==> config.mk <==
export PLATFORM = sky130hd
export DESIGN_NAME = serial_pattern_tx
export DESIGN_NICKNAME = d
export VERILOG_FILES = /design/src/rtl/serial_pattern_tx.sv
export SDC_FILE = /design/constraint.sdc
export NUM_CORES = 1
export LEC_CHECK = 0
export CAP_MARGIN = 20
export CORE_AREA = 2 2 39 41
export DETAILED_ROUTE_END_ITERATION = 12
export DIE_AREA = 0 0 41 43
export HOLD_SLACK_MARGIN = 0.05
export MAX_ROUTING_LAYER = met4
export PLACE_DENSITY_LB_ADDON = 0.08
export SLEW_MARGIN = 20
export SYNTH_ARGS = -nofsm -noshare
export SYNTH_HDL_FRONTEND = slang
export SYNTH_SLANG_ARGS = --single-unit
export TNS_END_PERCENT = 100
==> constraint.sdc <==
create_clock -name clk -period 1.2 [get_ports clk]
set_input_delay 0.18 -clock clk [delete_from_list [all_inputs] [get_ports clk]]
set_output_delay 0.18 -clock clk [all_outputs]
set_load 0.01 [all_outputs]
==> src/rtl/serial_pattern_tx.sv <==
// serial_pattern_tx: MSB-first parallel-to-serial transmitter with valid/ready load and gap-free back-to-back words.
// Define SERIAL_TX_PARITY_EN to append one even-parity bit after each word.
module serial_pattern_tx #(
    parameter int WIDTH = 4
) (
    input  logic             clk,
    input  logic             rst,
    input  logic             en,
    input  logic             load_valid,
    input  logic [WIDTH-1:0] data_in,
    output logic             load_ready,
    output logic             out_bit,
    output logic             out_valid,
    output logic             done
);
    localparam int CW = $clog2(WIDTH + 1);
`ifdef SERIAL_TX_PARITY_EN
    typedef enum logic [1:0] {IDLE, SHIFT, PARITY} state_t;
`else
    typedef enum logic [0:0] {IDLE, SHIFT} state_t;
`endif
    state_t state, state_next;
    logic [WIDTH-1:0] sreg, sreg_next;
    logic [CW-1:0] cnt, cnt_next;
    logic accept, last_data;
    assign last_data = state == SHIFT && cnt == CW'(1);
    assign out_valid = state != IDLE;
    assign load_ready = state == IDLE || done;
    assign accept = en && load_valid && load_ready;
`ifdef SERIAL_TX_PARITY_EN
    logic par, par_next;
    assign done = state == PARITY;
    assign out_bit = state == PARITY ? par : state == SHIFT && sreg[WIDTH-1];
`else
    assign done = last_data;
    assign out_bit = state == SHIFT && sreg[WIDTH-1];
`endif
    always_ff @(posedge clk or negedge rst) begin
        if (!rst) begin
            state <= IDLE;
            sreg  <= '0;
            cnt   <= '0;
`ifdef SERIAL_TX_PARITY_EN
            par   <= 1'b0;
`endif
        end else begin
            state <= state_next;
            sreg  <= sreg_next;
            cnt   <= cnt_next;
`ifdef SERIAL_TX_PARITY_EN
            par   <= par_next;
`endif
        end
    end
    // An accept on the final-bit edge overrides the return to IDLE, giving gap-free words
    always_comb begin
        state_next = state;
        sreg_next  = sreg;
        cnt_next   = cnt;
`ifdef SERIAL_TX_PARITY_EN
        par_next   = par;
`endif
        if (accept) begin
            state_next = SHIFT;
            sreg_next  = data_in;
            cnt_next   = CW'(WIDTH);
`ifdef SERIAL_TX_PARITY_EN
            par_next   = ^data_in;
`endif
        end else if (en) begin
            if (state == SHIFT) begin
                sreg_next = sreg << 1;
                cnt_next  = cnt - CW'(1);
`ifdef SERIAL_TX_PARITY_EN
                if (last_data) state_next = PARITY;
`else
                if (last_data) state_next = IDLE;
`endif
            end
`ifdef SERIAL_TX_PARITY_EN
            else if (state == PARITY) state_next = IDLE;
`endif
        end
    end
endmodule

==> results.cfg <==
[outcome]
status = finished, violations left
failed_checks = setup timing

[flow_run]
cap_viol_max_count = 0

[synth]
synth_most_common_cell = dfrtp_1
synth_flop_cell = dfrtp_1
syn_nets = 54
yosysSeqAreaShare_pct = 42.0
mappedNetlistArea_um2 = 477
synth_area_leaders = dfrtp_1, o311ai_2, o2111ai_1
yosysWarningCount = 0
synth_top_cell_area_share_pct = 42.0
async_flop_share_pct = 100
ys_top_cells_by_count = dfrtp_1, nand2_1, inv_1, o2111ai_1, o311ai_2
synth_top_cell_by_area = dfrtp_1
synth-edff-count = 0
ys_seq_elements = 8
synthCells = 44
ys_types = 21
postSynthAreaPerCell_um2 = 10.8

[clock_tree]
root_buffer = clkbuf_4
cts_buffers = 3
clock_path_buffers = 2
cts_hold_buf = 0
h-tree-depth = 1
clock-sinks = 8
clk_pin_slew_ps = 60
cts_tree = yes
insertion_delay_ps = 260

[power]
intPower_mw = 0.938
ir_drop_v = 0.00113
pwr-share-comb_pct = 55.5
powerDensity_nw_per_um2 = 2010
power_switching_mw = 0.525
sequentialPowerShare_pct = 29.5
swShare_pct = 35.9
p_leak_nw = 0.316
clkPwrFrac_pct = 15.0

[die]
die_y_um = 43
die_w_um = 41
rows = 14
ios = 12
coreArea_um2 = 1380
initial_utilization_pct = 34.4
die-area_um2 = 1760

[worst_hold_path]
hp-class = input port to async pin

[detailed_routing]
firstDrtPassIters = 2
drc_errors = 0
vias = 428
routed_wl_um = 1130
viasPerCell = 5.10
first_iter_violations = 5
drtAntennaViolNets = 0
detail_route.wl_per_cell_um = 13.4

[timing]
clock.fmax_ghz = 0.759
min_period_ps = 1320
fin_hold_ws_ps = 201
post-route-period-util_pct = 110
finalHoldViolCount = 0
slew_headroom_pct = 74.2
setup_ws_ps = -118
setup_viol = 9
slew_violations = 0
worst_pin_slew_ps = 386
rsz0062_at_grt = true
finalClockSkew_ps = 0.793
setup_tns_ps = -816

[final_layout]
n_antenna_cell = 0
drive_gt1_share_pct = 47.1
final_cell_area_um2 = 729
final_nets = 80
stdcell_count = 84
syn2layout_area_growth_pct = 53.0

[critical_path]
worstRegToRegCells = 6
rrSetupSlack_ps = -110
required_ps = 1020
worstSetupStartpointType = flip-flop
crit_fanout = 3
cp-end-kind = primary output
reg2reg_to = sreg[1]$_DFFE_PN0P_
rr_startpoint = cnt[1]$_DFFE_PN0P_
critical_path_class = flip-flop to primary output
cp_data_arrival_time_ps = 1140

[global_routing]
grt_overflow_total = 0
antenna_found_initial = 0
grt_pass1_vias = 411
grt_pass1_wl_um = 1810
grt_usage_pct = 16.5
grt_start_max_net_pins = 12

[placement]
dp.final_hpwl_um = 853
placed_cells = 79
port_buffers = 11
placed_area_um2 = 669
pre_cts_slack_ps = -333
gp_congestion = 0.671
==> layout by cell type, fill, tap and decap left out, types with 2 or more instances in the layout <==
cell type | Yosys | layout
clkbuf_4 | 0 | 3
o2111ai_1 | 3 | 3
nand2_1 | 6 | 6
dfrtp_1 | 8 | 8
buf_2 | 0 | 3
buf_4 | 1 | 10
clkdlybuf4s50_1 | 0 | 7
nand2b_1 | 2 | 2
o211ai_1 | 2 | 2
o311ai_2 | 3 | 3
inv_1 | 5 | 3
inv_2 | 1 | 3
buf_6 | 0 | 2
ha_4 | 0 | 2
==> worst max-delay path, stage by stage, from the launching register on <==
cell and delay [ps]:
dfrtp_1 390, inv_2 80, ha_4 140, nand2b_4 60, nand2_1 100, buf_6 110
==> state kept, by name, summed over array words and instances (netlist names) <==
register,flops
sreg,4
cnt,3
out_valid,1
==> power groups by stage <==
stage	registers [mW]	logic (mW)	clock network, mW
after CTS	0.434	0.794	0.223
after detailed placement	0.435	0.731	0
after global routing	0.443	0.894	0.237
after floorplan	0.440	0.371	0
final	0.432	0.811	0.219
after global placement	0.428	0.700	0
==> cell type report <==
class | count | area, um2
timing repair buffer | 22 | 183
multi-input combinational | 29 | 282
sequential | 8 | 200
clock buffer | 3 | 22.5
tap | 16 | 20.0
fill | 130 | 654
inverter | 6 | 22.5
==> per-layer routing <==
| layer | wire, um | up-vias | GRT usage, % |
|---|---|---|---|
| li1 | - | 204 | - |
| met1 | 450 | 208 | 18.2 |
| met2 | 577 | 13 | 25.0 |
| met3 | 73 | 3 | 4.71 |
| met4 | 26 | 0 | 10.0 |
| met5 | 0 | - | - |
==> per-stage QoR <==
stage	total power, mW	util [%]
floorplan	0.811	-
global placement	1.13	48.4
detailed placement	1.17	48.4
CTS	1.45	52.3
global route	1.57	52.7
finish	1.46	52.7
==> worst max path at each step <==
stage | endpoint | start | cells past startpoint
after global routing | done | cnt[1]$_DFFE_PN0P_ | 5
final | load_ready | cnt[1]$_DFFE_PN0P_ | 5
after CTS | done | cnt[1]$_DFFE_PN0P_ | 5
after global placement | done | cnt[1]$_DFFE_PN0P_ | 5
after detailed placement | done | cnt[1]$_DFFE_PN0P_ | 5
after floorplan | sreg[1]$_DFFE_PN0P_ | cnt[0]$_DFFE_PN0P_ | 4
==> what timing repair did <==
item,in CTS,in global routing
buffers inserted,3,1
pin swaps,5,5
resized for setup,22,4
endpoints found under the setup margin,11,10
==> logic make-up after synthesis <==
kind of cell	after synthesis	synth area share (%)
AOI/OAI and AO/OA	13	29.7
and+or+nand+nor	13	15.0
DFF	8	42.0
buffers and inverters	7	6.30
adders and majority gates	2	5.25
xor gates and xnor gates	1	1.84
Note: power is estimated with default switching activity, not from simulation.
==> edit: new RTL, same settings <==
Make the reset (`rst`) synchronous in one clocked block.
--- a/src/rtl/serial_pattern_tx.sv
+++ b/src/rtl/serial_pattern_tx.sv
@@ -35,7 +35,7 @@
     assign done = last_data;
     assign out_bit = state == SHIFT && sreg[WIDTH-1];
 `endif
-    always_ff @(posedge clk or negedge rst) begin
+    always_ff @(posedge clk) begin
         if (!rst) begin
             state <= IDLE;
             sreg  <= '0;
Check against the original RTL: differs if rst is asserted again (counterexample within 4 cycles, from zero or initial values and one cycle with rst low); with rst held inactive, the same outputs for 10 cycles.
==> edit against the unedited design <==
- synthesized area fell by 5.8%
- critical path type is now reg -> reg
- setup slack gained 0.049 ns
- sequential share of layout area is 8.9 points lower
- critical endpoint is now sreg[3]$_SDFFE_PN0P_
- sequential cell count is the same
- wire length up 17%
- cell area grew 21%
- non-clock buffer count up 7
- the flow still finishes with violations (negative setup slack)
- final cell count rose by 17%
- maximum frequency increased by 3.8%
Power is not compared: it rests on default switching activity, and its combinational part moved more than twofold at a synthesized area within 25%.
==> edit: results (changes against the unedited design) <==
stage;metric;value;unit;change
run_status;status;finished with violations;;
run_status;violations;negative setup slack;;
route;drtIter0Drc;2;;-3
clocking;clkTransAtPathRegs;0.06;ns;about the same
synthesis;synthArstFlopShare;0;;-1.00
cells_and_area;drive_gt1_frac;0.561;;+0.0904
clocking;numCtsBuffers;3;;unchanged
placement;port_buffers;11;;unchanged
timing;tns;-0.323;ns;+0.493 ns
timing;holdWs;0.564;ns;+0.363 ns
setup_path;arrival;1.41;ns;+0.27 ns
setup_path;r2r-end;sreg[3]$_SDFFE_PN0P_;;
cells_and_area;n_antenna_cell;0;;unchanged
synthesis;yosys-top-cells-count;dfxtp_1, inv_1, nor2_1, a211oi_1, o21ai_0;;
setup_path;ff2ff_path_depth;5;;-1
synthesis;synth_flop_cell;dfxtp_1;;
global_route;antenna_found_initial;0;;unchanged
timing;fin_ws;-0.0692;ns;+0.0486 ns
route;dr.pass1.iters;3;;+1
pwr;ir_drop;448;uV;
cells_and_area;regMostFlops;sreg;;
timing;tightest_slew;0.307;ns;-0.0796 ns
global_route;grt_max_degree;6;;-6
setup_path;reg2reg_from;out_valid$_SDFFE_PN0P_;;
placement;dp_hpwl;788;um;-7.6%
hold_path;whs_path_depth;4;;
global_route;grt_pass1_wl;2090;um;+16%
cells_and_area;nets;94;;+18%
hold_path;min_from;en;;
cells_and_area;largest_reg_flops;4;;unchanged
hold_path;hold_path_end;out_valid$_SDFFE_PN0P_;;
clocking;cts_root_buf;clkbuf_4;;
synthesis;yosysWarnings;0;;unchanged
clocking;clk_latency;0.27;ns;
placement;gp_congestion;0.666;;-0.79%
route;antenna_left;0;;unchanged
timing;setup_viol;10;;+1
global_route;gr-usage-all-layers;0.185;;+0.0201
synthesis;synth.area.top_cells;dfxtp_1, a211oi_1, a2111oi_0, ha_1, o21ai_0;;
global_route;grt_pass1_vias;509;;+24%
synthesis;synthDistinctLibCells;23;;+9.5%
cells_and_area;n_fill_cell;129;;-0.77%
route;via_count;501;;+17%
synthesis;synth_fp_nets;61;;+13%
hold_path;hold_class;in -> reg;;
timing;skew;0.00903;ns;+0.00824 ns
setup_path;critical_path_class;reg -> reg;;
synthesis;ys_seq_area_frac;0.357;;-0.0634
setup_path;crit_path_max_fanout;5;;+2
edit: cell count changes after synthesis, sizes merged, moves of 3 or more:
cell     delta
dfxtp       +8
a211oi      +4
a2111oi     +3
nor2        +4
o2111ai     -3
dfrtp       -8
nand2       -4
o21ai       +3
o311ai      -3
edit: worst max path at each step:
| stage | to | slack, ns |
|---|---|---|
| 6_report | sreg[3]$_SDFFE_PN0P_ | -0.07 |
| 2_1_floorplan | sreg[1]$_SDFFE_PN0P_ | -0.009 |
| 4_1_cts | sreg[3]$_SDFFE_PN0P_ | -0.04 |
| 3_5_place_dp | sreg[3]$_SDFFE_PN0P_ | -0.27 |
| 5_1_grt | sreg[3]$_SDFFE_PN0P_ | -0.15 |
| 3_3_place_gp | sreg[2]$_SDFFE_PN0P_ | -0.28 |
edit: worst max-delay path, stage by stage (launching register included):
cell      delay, ns
dfxtp_2        0.34
buf_8          0.12
buf_4          0.15
o21a_1         0.21
o21ai_0        0.24
a211oi_2       0.07
edit: per-layer routing:
layer	share of wire	vias up	global-route usage
met5	0	-	-
met4	0.032	0	0.127
met3	0.036	8	0.0576
met2	0.52	10	0.294
met1	0.41	233	0.180
li1	-	250	-
edit: layout make-up:
class	count	share of cell area
Clock buffer	3	0.0255
Inverter	5	0.0212
Multi-Input combinational cell	37	0.433
Sequential cell	8	0.185
Tap cell	16	0.0226
Timing Repair Buffer	29	0.313
edit: cell families (layout without fill, tap and decap cells):
kind of cell | after synthesis | after routing | synth area share
buf+inv | 6 | 37 | 0.0669
mux | 1 | 1 | 0.0223
xor+xnor | 1 | 1 | 0.0195
flops | 8 | 8 | 0.357
fa+ha+maj | 2 | 2 | 0.0557
compound gates | 19 | 19 | 0.309
simple gates | 14 | 14 | 0.170
edit: stage by stage:
stage | std cells | cell area [um^2] | worst slack, ns
floorplan | 51 | 455 | -0.00934
global placement | 92 | 687 | -0.282
detailed placement | 92 | 687 | -0.267
CTS | 98 | 841 | -0.0444
global route | 98 | 885 | -0.146
finish | 98 | 885 | -0.0692
edit: where the power goes:
group / internal (uW) / switching (uW) / leakage (uW) / total, uW
Combinational: 133 / 107 / 0.000270 / 240
Clock: 116 / 109 / 0.0000138 / 224
Sequential: 285 / 10.3 / 0.0000670 / 295
Total: 534 / 226 / 0.000350 / 759
edit: what timing repair did:
item / in CTS / in global routing
resized for setup: 35 / 11
setup endpoints to repair: 12 / 12
pin swaps: 5 / 10
hold buffers: 0 / 0
setup buffers: 3 / 0
